--- src/rtl/fetch_queue_pkg.sv ---
// Shared fetch-path definitions: machine width, PC step, NOP encoding and the
// {pc, inst} entry stored in the fetch FIFO.
package fetch_queue_pkg;

    localparam int XLEN = 32;
    localparam logic [XLEN-1:0] PC_STEP  = 32'd4;
    localparam logic [XLEN-1:0] INST_NOP = 32'h0000_0013;

    typedef struct packed {
        logic [XLEN-1:0] pc;
        logic [XLEN-1:0] inst;
    } fetch_entry_t;

    function automatic logic [XLEN-1:0] align_pc(input logic [XLEN-1:0] pc);
        return pc & 32'hFFFF_FFFC;
    endfunction

endpackage

--- src/rtl/sync_fifo.sv ---
// Synchronous FIFO with clear and a registered head word, so the consumer
// sees a flop output rather than a read mux.
module sync_fifo #(
    parameter int WIDTH = 64,
    parameter int DEPTH = 4
) (
    input  logic                     clk,
    input  logic                     reset,
    input  logic                     push,
    input  logic [WIDTH-1:0]         push_data,
    input  logic                     pop,
    input  logic                     clear,
    output logic [$clog2(DEPTH):0]   count,
    output logic [WIDTH-1:0]         head
);

    localparam int AW = $clog2(DEPTH);
    localparam int CW = AW + 1;
    localparam logic [CW-1:0] FULL = CW'(DEPTH);

    logic [AW-1:0]    wr_ptr_q, wr_ptr_d;
    logic [AW-1:0]    rd_ptr_q, rd_ptr_d;
    logic [CW-1:0]    count_q, count_d;
    logic [WIDTH-1:0] head_q, head_d;
    logic [WIDTH-1:0] mem_q [DEPTH];
    logic             do_push, do_pop;

    always_comb begin
        do_pop   = pop && (count_q != '0) && !clear;
        do_push  = push && (count_q != FULL) && !clear;
        wr_ptr_d = wr_ptr_q;
        rd_ptr_d = rd_ptr_q;
        count_d  = count_q;
        if (clear) begin
            wr_ptr_d = '0;
            rd_ptr_d = '0;
            count_d  = '0;
        end else begin
            if (do_push) wr_ptr_d = wr_ptr_q + 1'b1;
            if (do_pop)  rd_ptr_d = rd_ptr_q + 1'b1;
            count_d = count_q + CW'(do_push) - CW'(do_pop);
        end
        // Next head comes from storage unless it is the slot being written now.
        head_d = mem_q[rd_ptr_d];
        if (do_push && (wr_ptr_q == rd_ptr_d)) head_d = push_data;
        if (count_d == '0) head_d = '0;
    end

    always_ff @(posedge clk) begin
        if (reset) begin
            wr_ptr_q <= '0;
            rd_ptr_q <= '0;
            count_q  <= '0;
            head_q   <= '0;
        end else begin
            wr_ptr_q <= wr_ptr_d;
            rd_ptr_q <= rd_ptr_d;
            count_q  <= count_d;
            head_q   <= head_d;
        end
    end

    always_ff @(posedge clk) begin
        if (do_push) mem_q[wr_ptr_q] <= push_data;
    end

    assign count = count_q;
    assign head  = head_q;

endmodule

--- src/rtl/fetch_queue.sv ---
// Instruction fetch front end: credit-limited sequential requests, in-order
// response buffering, and redirect flush with stale-response discard.
module fetch_queue
    import fetch_queue_pkg::*;
#(
    parameter int              DEPTH    = 4,
    parameter logic [XLEN-1:0] RESET_PC = 32'h0000_0000
) (
    input  logic            clk,
    input  logic            reset,
    output logic            imem_req_valid,
    input  logic            imem_req_ready,
    output logic [XLEN-1:0] imem_req_addr,
    input  logic            imem_rsp_valid,
    input  logic [XLEN-1:0] imem_rsp_data,
    input  logic            redirect_valid,
    input  logic [XLEN-1:0] redirect_pc,
    output logic            out_valid,
    input  logic            out_ready,
    output logic [XLEN-1:0] out_pc,
    output logic [XLEN-1:0] out_inst
);

    localparam int CW = $clog2(DEPTH) + 1;
    localparam logic [CW:0] CREDIT = (CW+1)'(DEPTH);

    logic [XLEN-1:0] fetch_pc_q, fetch_pc_d;
    logic [XLEN-1:0] rsp_pc_q, rsp_pc_d;
    logic [CW-1:0]   outstanding_q, outstanding_d;
    logic [CW-1:0]   discard_q, discard_d;
    logic [CW-1:0]   fifo_count;
    fetch_entry_t    push_entry, head_entry;
    logic            req_fire, push, pop;

    assign out_valid = (fifo_count != '0);

    always_comb begin
        // Buffered plus in-flight never exceeds DEPTH, so every response has a slot.
        imem_req_valid = !reset && !redirect_valid &&
                         (({1'b0, fifo_count} + {1'b0, outstanding_q}) < CREDIT);
        req_fire        = imem_req_valid && imem_req_ready;
        push            = imem_rsp_valid && !redirect_valid && (discard_q == '0);
        pop             = out_valid && out_ready && !redirect_valid;
        push_entry.pc   = rsp_pc_q;
        push_entry.inst = imem_rsp_data;

        fetch_pc_d    = fetch_pc_q;
        rsp_pc_d      = rsp_pc_q;
        discard_d     = discard_q;
        outstanding_d = outstanding_q + CW'(req_fire) - CW'(imem_rsp_valid);

        if (redirect_valid) begin
            fetch_pc_d = align_pc(redirect_pc);
            rsp_pc_d   = align_pc(redirect_pc);
            // Everything still in flight after this cycle belongs to the old path.
            discard_d  = outstanding_q - CW'(imem_rsp_valid);
        end else begin
            if (req_fire) fetch_pc_d = fetch_pc_q + PC_STEP;
            if (push)     rsp_pc_d   = rsp_pc_q + PC_STEP;
            if (imem_rsp_valid && (discard_q != '0)) discard_d = discard_q - 1'b1;
        end
    end

    always_ff @(posedge clk) begin
        if (reset) begin
            fetch_pc_q    <= RESET_PC;
            rsp_pc_q      <= RESET_PC;
            outstanding_q <= '0;
            discard_q     <= '0;
        end else begin
            fetch_pc_q    <= fetch_pc_d;
            rsp_pc_q      <= rsp_pc_d;
            outstanding_q <= outstanding_d;
            discard_q     <= discard_d;
        end
    end

    sync_fifo #(
        .WIDTH ($bits(fetch_entry_t)),
        .DEPTH (DEPTH)
    ) u_fifo (
        .clk       (clk),
        .reset     (reset),
        .push      (push),
        .push_data (push_entry),
        .pop       (pop),
        .clear     (redirect_valid),
        .count     (fifo_count),
        .head      (head_entry)
    );

    assign imem_req_addr = fetch_pc_q;
    assign out_pc        = head_entry.pc;
    assign out_inst      = head_entry.inst;

endmodule

--- config.mk ---
export PLATFORM = sky130hd
export DESIGN_NAME = fetch_queue
export DESIGN_NICKNAME = d
export VERILOG_FILES = /design/src/rtl/fetch_queue_pkg.sv /design/src/rtl/sync_fifo.sv /design/src/rtl/fetch_queue.sv
export SDC_FILE = /design/constraint.sdc
export NUM_CORES = 1
export LEC_CHECK = 0
export BUFFER_PORTS_ARGS = -buffer_cell sky130_fd_sc_hd__buf_2
export CORE_ASPECT_RATIO = 1.4
export CORE_MARGIN = 4
export CORE_UTILIZATION = 45
export DETAILED_ROUTE_END_ITERATION = 7
export PLACE_DENSITY = 0.68
export SETUP_SLACK_MARGIN = 0.02
export SLEW_MARGIN = 40
export SYNTH_ARGS = -nofsm -noshare
export SYNTH_HDL_FRONTEND = slang
export SYNTH_SLANG_ARGS = --single-unit
--- constraint.sdc ---
create_clock -name clk -period 3.95 [get_ports clk]
set_clock_uncertainty 0.15 [all_clocks]
set_input_delay 0.395 -clock clk [delete_from_list [all_inputs] [get_ports clk]]
set_output_delay 0.395 -clock clk [all_outputs]
set_load 0.02 [all_outputs]
==> results of run 1 <==
==> registers in the layout, indices dropped and copies added (netlist names) <==
register,count
discard_q,3
u_fifo.wr_ptr_q,2
imem_req_addr,30
u_fifo.count,3
u_fifo.mem_q,248
u_fifo.rd_ptr_q,2
rsp_pc_q,30
outstanding_q,3
u_fifo.head,62
==> routing by layer <==
layer / routed length, um / vias to the layer above / GRT usage / part of all wire
li1: - / 5521 / - / -
met1: 16700 / 5837 / 0.255 / 0.42
met2: 20300 / 385 / 0.348 / 0.51
met3: 2370 / 49 / 0.0320 / 0.059
met4: 669 / 0 / 0.0525 / 0.017
met5: 0 / - / 0 / 0
==> cells in the final DEF (no fill, tap or decap), drive strengths merged, types with 16 or more instances in the layout <==
master	n
a211oi	23
a21oi	28
a22o	62
a22oi	63
a31oi	18
a32oi	63
buf	190
clkbuf	53
clkinv	16
dfxtp	135
dlygate4sd3	53
edfxtp	248
ha	16
inv	27
nand2	42
nand3	88
nor2	48
nor2b	63
nor3	18
o21ai	136
xnor2	36
==> worst min path at each step <==
| stage | end | cells past startpoint | start | slack (ps) |
|---|---|---|---|---|
| 2_1_floorplan | u_fifo.mem_q[0][47] | 0 | rsp_pc_q[15] | 310 |
| 3_3_place_gp | imem_req_addr[6] | 2 | imem_req_addr[6] | 340 |
| 3_5_place_dp | imem_req_addr[6] | 2 | imem_req_addr[6] | 350 |
| 4_1_cts | imem_req_addr[31] | 3 | redirect_pc[31] | 4 |
| 5_1_grt | imem_req_addr[31] | 3 | redirect_pc[31] | 20 |
| 6_report | imem_req_addr[31] | 3 | redirect_pc[31] | 30 |
==> area by class of cell <==
type / count / area [um2] / area share
sequential: 383 / 10100 / 0.526
multi-input combinational: 830 / 5590 / 0.290
timing repair buffer: 243 / 1700 / 0.0880
clock buffer: 53 / 1090 / 0.0565
tap: 462 / 578 / 0.0300
inverter: 26 / 103 / 0.00532
clock inverter: 17 / 85.1 / 0.00441
==> cell families after synthesis <==
| family | synth area share |
|---|---|
| flops | 0.623 |
| buf+inv | 0.0382 |
| simple gates | 0.109 |
| fa+ha+maj | 0.0147 |
| compound gates | 0.185 |
| mux | 0.00330 |
| xor+xnor | 0.0269 |
| other cells | 0.000230 |
==> timing repair <==
action	4_1_cts	5_1_grt
hold buffers	53	0
hold endpoints to repair	187	0
resized for setup	0	0
==> through the flow <==
stage	cells	instance area [um2]
2_1_floorplan	1359	16300
3_3_place_gp	1891	17600
3_5_place_dp	1891	17600
4_1_cts	2014	19300
5_1_grt	2014	19300
6_report	2014	19300
==> Yosys cell counts, types with 36 or more instances <==
library cell and n:
sky130_fd_sc_hd__nand3_1 88, sky130_fd_sc_hd__a32oi_1 63, sky130_fd_sc_hd__nor2_1 48, sky130_fd_sc_hd__xnor2_1 36
sky130_fd_sc_hd__dfxtp_1 135, sky130_fd_sc_hd__nor2b_1 63, sky130_fd_sc_hd__a22oi_1 63, sky130_fd_sc_hd__a22o_2 39
sky130_fd_sc_hd__nand2_1 42, sky130_fd_sc_hd__edfxtp_1 248, sky130_fd_sc_hd__o21ai_0 136, sky130_fd_sc_hd__clkbuf_1 91
==> worst reg2reg max path: stages (launching register included) <==
cell and delay (ps):
sky130_fd_sc_hd__dfxtp_1 300, sky130_fd_sc_hd__inv_1 70, sky130_fd_sc_hd__ha_1 240, sky130_fd_sc_hd__and3b_1 250, sky130_fd_sc_hd__o31ai_1 130, sky130_fd_sc_hd__nor2_1 120, sky130_fd_sc_hd__ha_1 240, sky130_fd_sc_hd__fa_1 510
sky130_fd_sc_hd__nor2_1 60, sky130_fd_sc_hd__a21o_1 240, sky130_fd_sc_hd__a31oi_4 480, sky130_fd_sc_hd__buf_4 310, sky130_fd_sc_hd__a22o_2 160
==> report_power, final <==
group          switching [mW]  internal (mW)  total [mW]  leakage [nW]
clock network            1.50           1.94        3.44         0.592
registers               0.122           4.41        4.54          3.36
logic                   0.493          0.309       0.803          2.68
==> parameters.txt, run 1 <==
Parameter                              Value

Die
  Chip Width    169 um
  Starting density of the core    0.455
  Row Count    82
  Std-Cell Core Area    0.0358 mm2
  Top-level I/O count    168
  Die footprint    0.0394 mm2
  Y dimension of the die    233 um

Critical path
  R2r startpoint    discard_q[0]
  Crit path launch    discard_q[0]
  Worst endpoint required time    4280 ps
  Capturing instance or port of the critical path    u_fifo.head[61]
  Sort of element at the start of the critical path    flop
  Worst Setup End Kind    flop
  Crit path arrival time    3620 ps
  Startpoint-to-endpoint class of the critical path    flop to flop
  Critical path buffer and inverter count    2
  Slowest stage cell, crit path    sky130_fd_sc_hd__fa_1
  Top cell family by delay on the critical path    compound AO/OA/AOI/OAI gates
  Critical R2R Capture    u_fifo.head[61]
  Cells traversed along the worst timing path    inv_1 > ha_1 > and3b_1 > o31ai_1 > nor2_1 > ha_1 > fa_1 > nor2_1 > a21o_1 > a31oi_4 > buf_4 > a22o_2
  Length in cells of the worst reg-to-reg path    12
  Critical Path Fanout Max    12
  Worst reg-to-reg setup slack    650 ps
  Critical Path Stages    12
  CP peak stage delay    510 ps

Yosys
  Yosys cell types    62
  Proportion of register bits with asynchronous set or reset after synthesis    0
  Synthesized cell area    0.0163 mm2
  Synth top area share    0.457
  Largest area contributor in the synthesized netlist    sky130_fd_sc_hd__edfxtp_1
  Flops & latches, synth    383
  Count of flip-flops with a built-in enable after synthesis    248
  Synth warn    0
  Sequential fraction of the synthesis area    0.623
  Number of instances in the synthesized netlist    1356
  Synth area leaders    sky130_fd_sc_hd__edfxtp_1 46%, sky130_fd_sc_hd__dfxtp_1 17%, sky130_fd_sc_hd__o21ai_0 4.2%
  Synthesized area per cell    12.0 um2
  Primary flip-flop cell chosen by synthesis mapping    sky130_fd_sc_hd__edfxtp_1

Timing
  Total of endpoints with negative setup slack in the final report    0
  Final hold violation count    0
  Final critical delay including setup and external delays    3300 ps
  Transition time of the tightest slew-check pin    840 ps
  Max-Slew Margin vs Limit    0.440
  Tcrit/Tclk final    0.834
  Max Transition Viols Final    0
  Highest clock frequency the design can meet    303 MHz
  Worst hold-check slack    29.8 ps
  Worst setup margin    655 ps
  Unrepaired setup endpoints after global routing    false
  Setup TNS    0 ps

Final layout
  # nets final    1610
  Ant. Diodes    0
  Fraction of final layout cells with drive strength greater than 1    0.198
  Utilization after layout    0.539
  Synth-to-Final Area Change    18.4%
  Number of filler cells placed in the layout    3055

GRT
  GR Overflow Total    0
  Largest net degree at the start of global routing    168
  Wire length of the first global-routing pass    63.1 mm
  Vias in the first global route    11700
  GRT Util Overall    0.198
  Antenna violations before repair    0

Route
  Total number of vias    11800
  Length of the first detailed-routing pass in iterations    5
  Drc violations    0
  Violation count after the first detailed-route iteration    901
  Post-route ant nets    0
  Drt via density    5.86
  Total Wirelength    40.1 mm
  Routed wire per std cell    19.9 um

Worst hold path
  Path type of the worst min-delay path    primary input to flop

Place
  HPWL reported at the end of detailed placement    23.0 mm
  Placer congestion estimate    0.833
  Worst Setup Slack post-DPL    562 ps
  Number of input and output port buffers inserted    161

Status
  Outcome    finished clean

CTS
  Clock transition time at the flip-flop clock pins of the worst setup and hold paths    70 ps
  Number of buffers created by CTS    38
  Number of buffers on the longest clock path    3
  Clock latency on the worst-skew pair    540 ps
  TritonCTS clock tree    yes
  Number of buffers added for setup after CTS    0
  CTS root buf    sky130_fd_sc_hd__clkbuf_16
  Sinks on Clock Net    383
  Max H-tree Level    2

Power and ir drop
  P_leak    6.64 nW
  Tot Pwr    8.78 mW
  Pwr per Cell Area    455 mW/mm2
  Worst supply voltage drop on vdd    0.000302 V

Run
  Max-cap violation count    0
(Power assumes the default switching activity.)
==> run 2: changes to the inputs <==
--- a/config.mk
+++ b/config.mk
@@ -10,7 +10,7 @@
 export CORE_MARGIN = 4
 export CORE_UTILIZATION = 45
 export DETAILED_ROUTE_END_ITERATION = 7
-export PLACE_DENSITY = 0.68
+export PLACE_DENSITY = 0.66
 export SETUP_SLACK_MARGIN = 0.02
 export SLEW_MARGIN = 40
 export SYNTH_ARGS = -nofsm -noshare
==> constraint.sdc (replaced) <==
create_clock -name clk -period 3.2 [get_ports clk]
set_clock_uncertainty 0.15 [all_clocks]
set_input_delay 0.32 -clock clk [delete_from_list [all_inputs] [get_ports clk]]
set_output_delay 0.32 -clock clk [all_outputs]
set_load 0.02 [all_outputs]
==> run 2 against run 1 <==
Sequential power rose by 23%. Design area up 2.2%. Die area unchanged. Total power is 28% higher. Clock power grew 33%.
==> parameters.txt, run 2 (synthesis gave the netlist of run 1 again) <==
Parameter                              Value

Timing
  Worst setup margin    136 ps
  Final hold violation count    0
  Setup TNS    0 ps
  Unrepaired setup endpoints after global routing    false
  Total of endpoints with negative setup slack in the final report    0
  Transition time of the tightest slew-check pin    848 ps
  Tcrit/Tclk final    0.957
  Max-Slew Margin vs Limit    0.435
  Worst hold-check slack    20.2 ps
  Max Transition Viols Final    0
  Highest clock frequency the design can meet    326 MHz
  Final critical delay including setup and external delays    3060 ps

Critical path
  Top cell family by delay on the critical path    adder cells
  Crit path arrival time    3380 ps
  Critical Path Fanout Max    16
  Library cell appearing most often on the critical path    sky130_fd_sc_hd__buf_4
  Sort of element at the start of the critical path    flop
  Worst endpoint required time    3520 ps
  Cells traversed along the worst timing path    o31ai_4 > nor2_1 > ha_1 > inv_1 > ha_2 > fa_1 > xnor2_2 > a21o_1 > buf_4 > a31oi_4 > buf_4 > clkbuf_16 > a22o_2
  Slowest stage cell, crit path    sky130_fd_sc_hd__dfxtp_1
  CP peak stage delay    410 ps
  Worst Setup End Kind    flop
  Critical path buffer and inverter count    4
  Startpoint-to-endpoint class of the critical path    flop to flop

CTS
  TritonCTS clock tree    yes
  Clock latency on the worst-skew pair    520 ps
  Max H-tree Level    2
  Clock transition time at the flip-flop clock pins of the worst setup and hold paths    60 ps
  Sinks on Clock Net    383
  Number of buffers created by CTS    39
  CTS root buf    sky130_fd_sc_hd__clkbuf_16
  Number of buffers on the longest clock path    3

Power and ir drop
  Tot Pwr    11.2 mW
  P_leak    6.81 nW
  Worst supply voltage drop on vdd    0.000388 V
  Pwr per Cell Area    569 mW/mm2

Route
  Post-route ant nets    0
  Length of the first detailed-routing pass in iterations    5
  Routed wire per std cell    20.2 um
  Drc violations    0
  Total number of vias    11900
  Violation count after the first detailed-route iteration    900
  Drt via density    5.84
  Total Wirelength    41.1 mm

Status
  Outcome    finished clean

Die
  Top-level I/O count    168
  Chip Width    169 um
  Std-Cell Core Area    0.0358 mm2
  Die footprint    0.0394 mm2
  Starting density of the core    0.455
  Y dimension of the die    233 um
  Row Count    82

Place
  Placer congestion estimate    0.836
  Worst Setup Slack post-DPL    121 ps
  HPWL reported at the end of detailed placement    23.2 mm
  Number of input and output port buffers inserted    161

Final layout
  Ant. Diodes    0
  # nets final    1631
  Commonest cells after routing, fill and taps aside    248 x sky130_fd_sc_hd__edfxtp_1, 160 x sky130_fd_sc_hd__buf_2, 136 x sky130_fd_sc_hd__o21ai_0
  Number of flip-flops in the largest register    248
  Commonest non-fill, non-tap cell in the layout    sky130_fd_sc_hd__edfxtp_1
  Utilization after layout    0.551
  Fraction of final layout cells with drive strength greater than 1    0.209
  Synth-to-Final Area Change    21.0%
  Most flops, register    u_fifo.mem_q
  Number of filler cells placed in the layout    2945

GRT
  GRT Util Overall    0.201
  Largest net degree at the start of global routing    194
  Antenna violations before repair    0
  Vias in the first global route    11800
  Wire length of the first global-routing pass    64.1 mm
  GR Overflow Total    0

Run
  Max-cap violation count    0

Worst hold path
  Path type of the worst min-delay path    primary input to flop
[run 2: changes by cell type in the layout (fill, tap and decap cells not counted), sizes merged]
| cell | delta |
|---|---|
| bufinv | +3 |
| inv | -1 |
| clkinvlp | +1 |
| clkbuf | +7 |
| clkinv | -8 |
| buf | +13 |
| dlygate4sd3 | +5 |
[run 2: cell type report]
type | count | area (um2) | share of cell area
multi-input cells | 830 | 5620 | 0.285
flip-flops and latches | 383 | 10100 | 0.515
inverters | 26 | 103 | 0.00520
well taps | 462 | 578 | 0.0293
clock buffers | 58 | 1160 | 0.0589
repair buffers | 263 | 1970 | 0.0999
clock inverters | 12 | 134 | 0.00679
[run 2: report_power, final]
part           total [mW]  switching (mW)  internal [mW]
Sequential           5.60           0.147           5.45
Clock                4.58            1.83           2.75
Combinational        1.04           0.628          0.416
Total                11.2            2.60           8.62
[run 2: worst min-delay path, cell delays in order]
cell	delay, ps
sky130_fd_sc_hd__buf_2	80
sky130_fd_sc_hd__nor2_1	50
sky130_fd_sc_hd__a211oi_1	190
[run 2: final timing paths]
kind                     from                to  slack, ps  cells past startpoint
min           redirect_pc[10]      rsp_pc_q[10]         20                      3
min reg2reg  imem_req_addr[6]  imem_req_addr[6]        370                      2
max           u_fifo.count[1]   u_fifo.head[50]        140                     13
max reg2reg   u_fifo.count[1]   u_fifo.head[50]        140                     13
[run 2: stage by stage]
stage / instances / area [um2]
2_1_floorplan: 1359 / 16300
3_3_place_gp: 1897 / 17700
3_5_place_dp: 1897 / 17700
4_1_cts: 2025 / 19600
5_1_grt: 2034 / 19700
6_report: 2034 / 19700
[run 2: routing by layer]
| layer | vias to the layer above | track usage | part of all wire |
|---|---|---|---|
| li1 | 5556 | - | - |
| met1 | 5823 | 0.258 | 0.40 |
| met2 | 431 | 0.354 | 0.51 |
| met3 | 66 | 0.0296 | 0.060 |
| met4 | 0 | 0.0601 | 0.022 |
| met5 | - | 0 | 0 |
[run 2: what timing repair did]
action | CTS | global route
endpoints found under the setup margin | 0 | 62
buffers inserted | 0 | 7
gates resized for setup | 0 | 7
hold buffers | 58 | 0
hold endpoints to repair | 210 | 0
